**src/rtl/redmule_tile_addr_sched.sv**
```systemverilog
// Tile address scheduler: walks an N-deep loop nest of (iteration count, byte stride)
// counters and hands one tile descriptor at a time to a streamer source.
module redmule_tile_addr_sched #(
  parameter int unsigned NumDims = 3,
  parameter int unsigned AddrW   = 32,
  parameter int unsigned CntW    = 16,
  parameter int unsigned LenW    = 8
) (
  input  logic                       clk_i,
  input  logic                       rst_ni,
  input  logic                       clear_i,
  input  logic                       start_i,
  input  logic [AddrW-1:0]           base_addr_i,
  input  logic [NumDims*CntW-1:0]    iters_i,
  input  logic [NumDims*AddrW-1:0]   strides_i,
  input  logic [LenW-1:0]            full_len_i,
  input  logic [LenW-1:0]            lftovr_len_i,
  output logic                       req_valid_o,
  input  logic                       req_ready_i,
  output logic [AddrW-1:0]           req_addr_o,
  output logic [LenW-1:0]            req_len_o,
  output logic                       req_last_o,
  input  logic                       done_i,
  output logic                       busy_o,
  output logic                       finished_o,
  output logic [CntW+NumDims-1:0]    tile_cnt_o,
  output logic [1:0]                 dbg_state_o
);

  // Handshake: a descriptor transfers on the cycle req_valid_o && req_ready_i;
  // once raised, req_valid_o and the descriptor stay put until that cycle.

  typedef enum logic [1:0] {S_IDLE, S_ISSUE, S_WAIT_DONE, S_FINISH} state_e;

  localparam logic [CntW-1:0]         CntOne  = 1;
  localparam logic [CntW+NumDims-1:0] TileOne = 1;

  state_e r_state, w_state_nxt;

  logic [CntW-1:0]  r_iters_m1 [NumDims];
  logic [AddrW-1:0] r_strides  [NumDims];
  logic [CntW-1:0]  r_idx      [NumDims];
  logic [AddrW-1:0] r_off      [NumDims];
  logic [AddrW-1:0] r_base;
  logic [LenW-1:0]  r_full_len;
  logic [LenW-1:0]  r_lftovr_len;

  logic [AddrW-1:0]        r_addr;
  logic [LenW-1:0]         r_len;
  logic                    r_last;
  logic [CntW+NumDims-1:0] r_tile_cnt;

  logic [CntW-1:0]  w_in_iters_m1 [NumDims];
  logic [CntW-1:0]  w_nxt_idx     [NumDims];
  logic [AddrW-1:0] w_nxt_off     [NumDims];
  logic [CntW-1:0]  w_sel_idx     [NumDims];
  logic [AddrW-1:0] w_sel_off     [NumDims];
  logic [CntW-1:0]  w_sel_iters_m1[NumDims];
  logic [AddrW-1:0] w_d_addr;
  logic [LenW-1:0]  w_d_len;
  logic             w_d_last;
  logic             w_idle;

  assign w_idle = (r_state == S_IDLE);

  // Odometer advance; offsets track idx*stride by accumulation only.
  always_comb begin : advance
    logic carry;
    carry = 1'b1;
    for (int d = 0; d < NumDims; d++) begin
      w_in_iters_m1[d] = (iters_i[d*CntW +: CntW] == '0) ? '0
                                                          : iters_i[d*CntW +: CntW] - CntOne;
      w_nxt_idx[d] = r_idx[d];
      w_nxt_off[d] = r_off[d];
      if (carry) begin
        if (r_idx[d] == r_iters_m1[d]) begin
          w_nxt_idx[d] = '0;
          w_nxt_off[d] = '0;
        end else begin
          w_nxt_idx[d] = r_idx[d] + CntOne;
          w_nxt_off[d] = r_off[d] + r_strides[d];
          carry        = 1'b0;
        end
      end
    end
  end

  // Descriptor for the tile about to be issued: the first one straight from the
  // config inputs on start, later ones from the advanced counters.
  always_comb begin : descriptor
    logic [AddrW-1:0] addr;
    logic             last;
    addr = w_idle ? base_addr_i : r_base;
    last = 1'b1;
    for (int d = 0; d < NumDims; d++) begin
      w_sel_idx[d]      = w_idle ? '0 : w_nxt_idx[d];
      w_sel_off[d]      = w_idle ? '0 : w_nxt_off[d];
      w_sel_iters_m1[d] = w_idle ? w_in_iters_m1[d] : r_iters_m1[d];
      addr              = addr + w_sel_off[d];
      last              = last & (w_sel_idx[d] == w_sel_iters_m1[d]);
    end
    w_d_addr = addr;
    w_d_last = last;
    if (w_idle) begin
      w_d_len = ((w_sel_idx[NumDims-1] == w_sel_iters_m1[NumDims-1]) && (lftovr_len_i != '0))
                ? lftovr_len_i : full_len_i;
    end else begin
      w_d_len = ((w_sel_idx[NumDims-1] == w_sel_iters_m1[NumDims-1]) && (r_lftovr_len != '0))
                ? r_lftovr_len : r_full_len;
    end
  end

  always_comb begin
    w_state_nxt = r_state;
    case (r_state)
      S_IDLE:      if (start_i) w_state_nxt = S_ISSUE;
      S_ISSUE:     if (req_ready_i) w_state_nxt = S_WAIT_DONE;
      S_WAIT_DONE: if (done_i) w_state_nxt = r_last ? S_FINISH : S_ISSUE;
      S_FINISH:    w_state_nxt = S_IDLE;
      default:     w_state_nxt = S_IDLE;
    endcase
  end

  always_ff @(posedge clk_i or negedge rst_ni) begin
    if (!rst_ni) begin
      r_state <= S_IDLE;
    end else if (clear_i) begin
      r_state <= S_IDLE;
    end else begin
      r_state <= w_state_nxt;
    end
  end

  always_ff @(posedge clk_i or negedge rst_ni) begin
    if (!rst_ni) begin
      for (int d = 0; d < NumDims; d++) begin
        r_iters_m1[d] <= '0;
        r_strides[d]  <= '0;
        r_idx[d]      <= '0;
        r_off[d]      <= '0;
      end
      r_base       <= '0;
      r_full_len   <= '0;
      r_lftovr_len <= '0;
      r_addr       <= '0;
      r_len        <= '0;
      r_last       <= 1'b0;
      r_tile_cnt   <= '0;
    end else if (clear_i) begin
      for (int d = 0; d < NumDims; d++) begin
        r_idx[d] <= '0;
        r_off[d] <= '0;
      end
      r_addr     <= '0;
      r_len      <= '0;
      r_last     <= 1'b0;
      r_tile_cnt <= '0;
    end else if (w_idle && start_i) begin
      for (int d = 0; d < NumDims; d++) begin
        r_iters_m1[d] <= w_in_iters_m1[d];
        r_strides[d]  <= strides_i[d*AddrW +: AddrW];
        r_idx[d]      <= '0;
        r_off[d]      <= '0;
      end
      r_base       <= base_addr_i;
      r_full_len   <= full_len_i;
      r_lftovr_len <= lftovr_len_i;
      r_addr       <= w_d_addr;
      r_len        <= w_d_len;
      r_last       <= w_d_last;
      r_tile_cnt   <= '0;
    end else if ((r_state == S_WAIT_DONE) && done_i) begin
      for (int d = 0; d < NumDims; d++) begin
        r_idx[d] <= w_nxt_idx[d];
        r_off[d] <= w_nxt_off[d];
      end
      r_addr     <= w_d_addr;
      r_len      <= w_d_len;
      r_last     <= w_d_last;
      r_tile_cnt <= r_tile_cnt + TileOne;
    end
  end

  assign req_valid_o = (r_state == S_ISSUE);
  assign req_addr_o  = r_addr;
  assign req_len_o   = r_len;
  assign req_last_o  = r_last;
  assign busy_o      = !w_idle;
  assign finished_o  = (r_state == S_FINISH);
  assign tile_cnt_o  = r_tile_cnt;
  assign dbg_state_o = r_state;

endmodule

```
**config.mk**
```make
export PLATFORM = sky130hd
export DESIGN_NAME = redmule_tile_addr_sched
export DESIGN_NICKNAME = d
export VERILOG_FILES = /design/src/rtl/redmule_tile_addr_sched.sv
export SDC_FILE = /design/constraint.sdc
export NUM_CORES = 1
export LEC_CHECK = 0
export CORE_MARGIN = 5
export CORE_UTILIZATION = 45
export CTS_BUF_LIST = sky130_fd_sc_hd__clkbuf_16
export DETAILED_ROUTE_END_ITERATION = 10
export GPL_TIMING_DRIVEN = 0
export PLACE_DENSITY = 0.61
export SLEW_MARGIN = 20
export SYNTH_ARGS = -nofsm -noshare
export SYNTH_HDL_FRONTEND = slang
export SYNTH_SLANG_ARGS = --single-unit
```
**constraint.sdc**
```tcl
create_clock -name clk_i -period 18.9 [get_ports clk_i]
set_input_delay 2.835 -clock clk_i [delete_from_list [all_inputs] [get_ports clk_i]]
set_output_delay 2.835 -clock clk_i [all_outputs]
set_load 0.01 [all_outputs]
```
==> metrics <==
largest net degree at the start of global routing=94; IO Pins=263; post-cts resize count=0; fillers=about 5,800; synth warn=0; layout cells sized above 1=roughly 4.5%; design area=33,600 µm²; port bufs=~260; reg-to-reg critical path startpoint=r_iters_m1[44]; most frequent cell after synthesis=nand2_1; final instance count without filler cells=around 4,600; post-CTS setup buffers=0; status=finished clean; worst-path fanout max=10; Hold Fails Final Rpt=0; HP Start=r_full_len[4]; kind of critical path=reg -> reg; Max Cap Viol=0; Worst Setup SP=r_iters_m1[44]; main combinational cell family by area after synthesis=simple AND/OR/NAND/NOR gates; Synth Area in XOR/XNOR=7.87%; Area Overhead vs Synth=19.4%; max-slew violation count=0; internal reg-to-reg setup slack=between 9 and 10 ns; average vias per placed instance=around 5.8; DP Worst Slack=roughly 9.6 ns; DIE AREA=slightly below 70,000 µm²; post-synth top area share=a little over a third; pwr/cell area=~81 nW/µm²; FFs w/ async S/R, synth=between 90% and 100%; Max transition margin=19.3%; Synth Net Count=around 3,800; clock skew=between 0.02 and 0.03 ns; mean post-synth cell area=~8.3 µm²; Placement Cell Area=about 32,000 µm²; routed vias=approximately 27,000; DR DRC count=0; Synth Register Bits=between 300 and 400; fmax=105 MHz; Tcrit/Tclk final=about half; Hold Crit Class=reg -> reg; drt total wl=109,000 µm; Final nets=just over 4,000; H-tree levels=2; Commonest cells post-synth=765 x nand2_1, 398 x dfrtp_1, 275 x nor2_1; Site Rows=a little over 90; Area contributors post-synth=dfrtp_1 35%, nand2_1 10%, ha_1 5.9%, fa_1 4.6%, xor2_1 4.1%; Die Span X=roughly 260 µm; crit path capture type=flip-flop; CP required=19.44 ns; initial core utilization=roughly 46%; mux share of post-synthesis cell area=roughly 1.6%; Hold-fix buffers, CTS=0; Simple-Gate Fraction of Synth Area=22.0%; TritonCTS clock tree=built; Critical Path Start Type=flip-flop; post-synthesis compound-gate area fraction=roughly 18%; post-route ant nets=0; # setup viols final=0; Die Y=between 200 and 300 µm; DP HPWL=around 86,000 µm; post-synth top area cell=dfrtp_1; DRT Pass-1 Iters=7; Max Root-Sink Buffers=3; routability cong.=about 1; dpl cells=4,492; area of the core=around 60,000 µm²; GR Util All Layers=a little under a third; vias in the first global route=26,131; EDFF count, synth=0; Synth Area in Adders=about a tenth; min cycle time layout=around 9.5 ns; count of different cell masters after synthesis=96; fin util=approximately 54%; initial antenna violation count=3; Antenna Cells=0; RSZ-0062 raised after global routing=false; Clock Sinks=a little under 400; WP data arrival=approximately 10 ns; First DRT Iteration DRCs=roughly 2,400; GR Overflow Total=0; final worst slack=9.41 ns; measured slew at the worst slew-check pin=1.21 ns; register area share after synthesis=between 30% and 40%; first-pass GRT wire length=around 160,000 µm; clock-pin slew on the worst setup and hold paths=0.06 ns; Synth Cell Area=between 20,000 and 30,000 µm²; LEAKAGE=15.5 nW; Max VDD drop=69.8 µV; cells after synthesis=3,386; DR WL/cell=roughly 24 µm; commonest register cell after synthesis=dfrtp_1; CTS Buf Count=48; Worst-Skew Late Latency=0.62 ns; clk root buf=clkbuf_16
-- worst max-delay path: stages, from the launching register on --
cell       delay (ns)
dfrtp_1          0.43
xor2_1           0.19
nor4_2           0.48
and4_2           0.44
clkbuf_1         0.54
clkbuf_1         0.74
buf_1            0.71
mux2_2           0.47
nand2_1          0.13
fa_1             0.47
inv_1            0.11
fa_1             0.42
ha_1             0.25
fa_1             0.49
a211oi_1         0.23
o21ai_0          0.25
a21o_1           0.29
a41oi_1          0.37
o21ai_0          0.26
a211oi_1         0.55
o2111ai_1        0.26
a31oi_1          0.36
o21ai_0          0.22
a21oi_1          0.26
xnor2_1          0.13
a211o_1          0.28
nand3_1          0.08
-- through the flow --
stage                     setup TNS, ns  total power [W]  hold slack [ns]
final                                 0          0.00272            0.476
after global routing                  0          0.00284            0.491
after CTS                             0          0.00273            0.477
after detailed placement              0          0.00174            0.462
after global placement         -1253.42          0.00172            0.457
after floorplan                       0          0.00144            0.445
-- final cells by class --
type	count	area [µm²]	area share, %
clock inverters	40	400	1.19
clock buffers	49	1230	3.65
flip-flops and latches	398	9960	29.6
plain buffers	165	731	2.17
repair buffers	269	2780	8.28
multi-input cells	2660	16800	50.1
well taps	837	1050	3.12
inverters	163	612	1.82
-- metal layers --
metal	GRT usage, %	vias to the layer above	part of all wire, %
met2	49.3	1040	45
met3	4.65	198	7.4
met4	11.3	0	4.2
li1	-	12298	-
met1	44.5	13170	44
met5	0	-	0
-- sequential cells by signal, indices dropped and copies added, names as in the netlist, 19 cells and up --
register / count
r_base: 32
r_idx: 48
r_iters_m1: 48
r_off: 96
r_strides: 96
req_addr_o: 32
tile_cnt_o: 19
-- cells in the final DEF (no fill, tap or decap), types with 16 or more instances in the layout --
cell,count
o21bai_1,25
xnor2_1,120
ha_1,133
nor2_1,273
a22oi_1,38
mux2i_1,36
fa_1,65
nand3_1,71
inv_1,171
clkbuf_1,120
clkdlybuf4s50_1,261
nor2b_1,19
o21a_1,20
nor3_1,52
a21o_1,61
nand2b_1,19
clkbuf_16,49
a22o_1,30
o31ai_1,48
a211oi_1,33
and2_1,16
a21oi_1,192
dfrtp_1,398
nand4_1,30
xor2_1,131
o21ai_0,198
nor4_1,22
or3_1,20
nand2_1,765
and3_1,29
-- power breakdown --
group	switching (W)	internal (W)	total, W
sequential	0.0000932	0.000949	0.00104
combinational	0.000414	0.000275	0.000690
clock	0.000405	0.000579	0.000985
-- kinds of logic (layout without fill, tap and decap cells) --
family	after synthesis	after routing
AND/OR/NAND/NOR	1394	1394
AO/OA/AOI/OAI	771	771
flip-flops	398	398
buffers and inverters	328	686
XOR/XNOR	252	252
adder cells (fa/ha/maj)	198	198
multiplexers	45	45
-- path summary, 6_finish.rpt --
| kind | cells after the start | to |
|---|---|---|
| max in group asynchronous | 3 | r_strides[30] |
| worst max-delay path | 26 | req_addr_o[31] |
| worst min register to register | 2 | r_full_len[4] |
| worst min-delay path | 2 | r_full_len[4] |
| min in group asynchronous | 1 | r_iters_m1[45] |
| worst max register to register | 26 | req_addr_o[31] |
No activity file was read; power rests on OpenSTA's default activity.
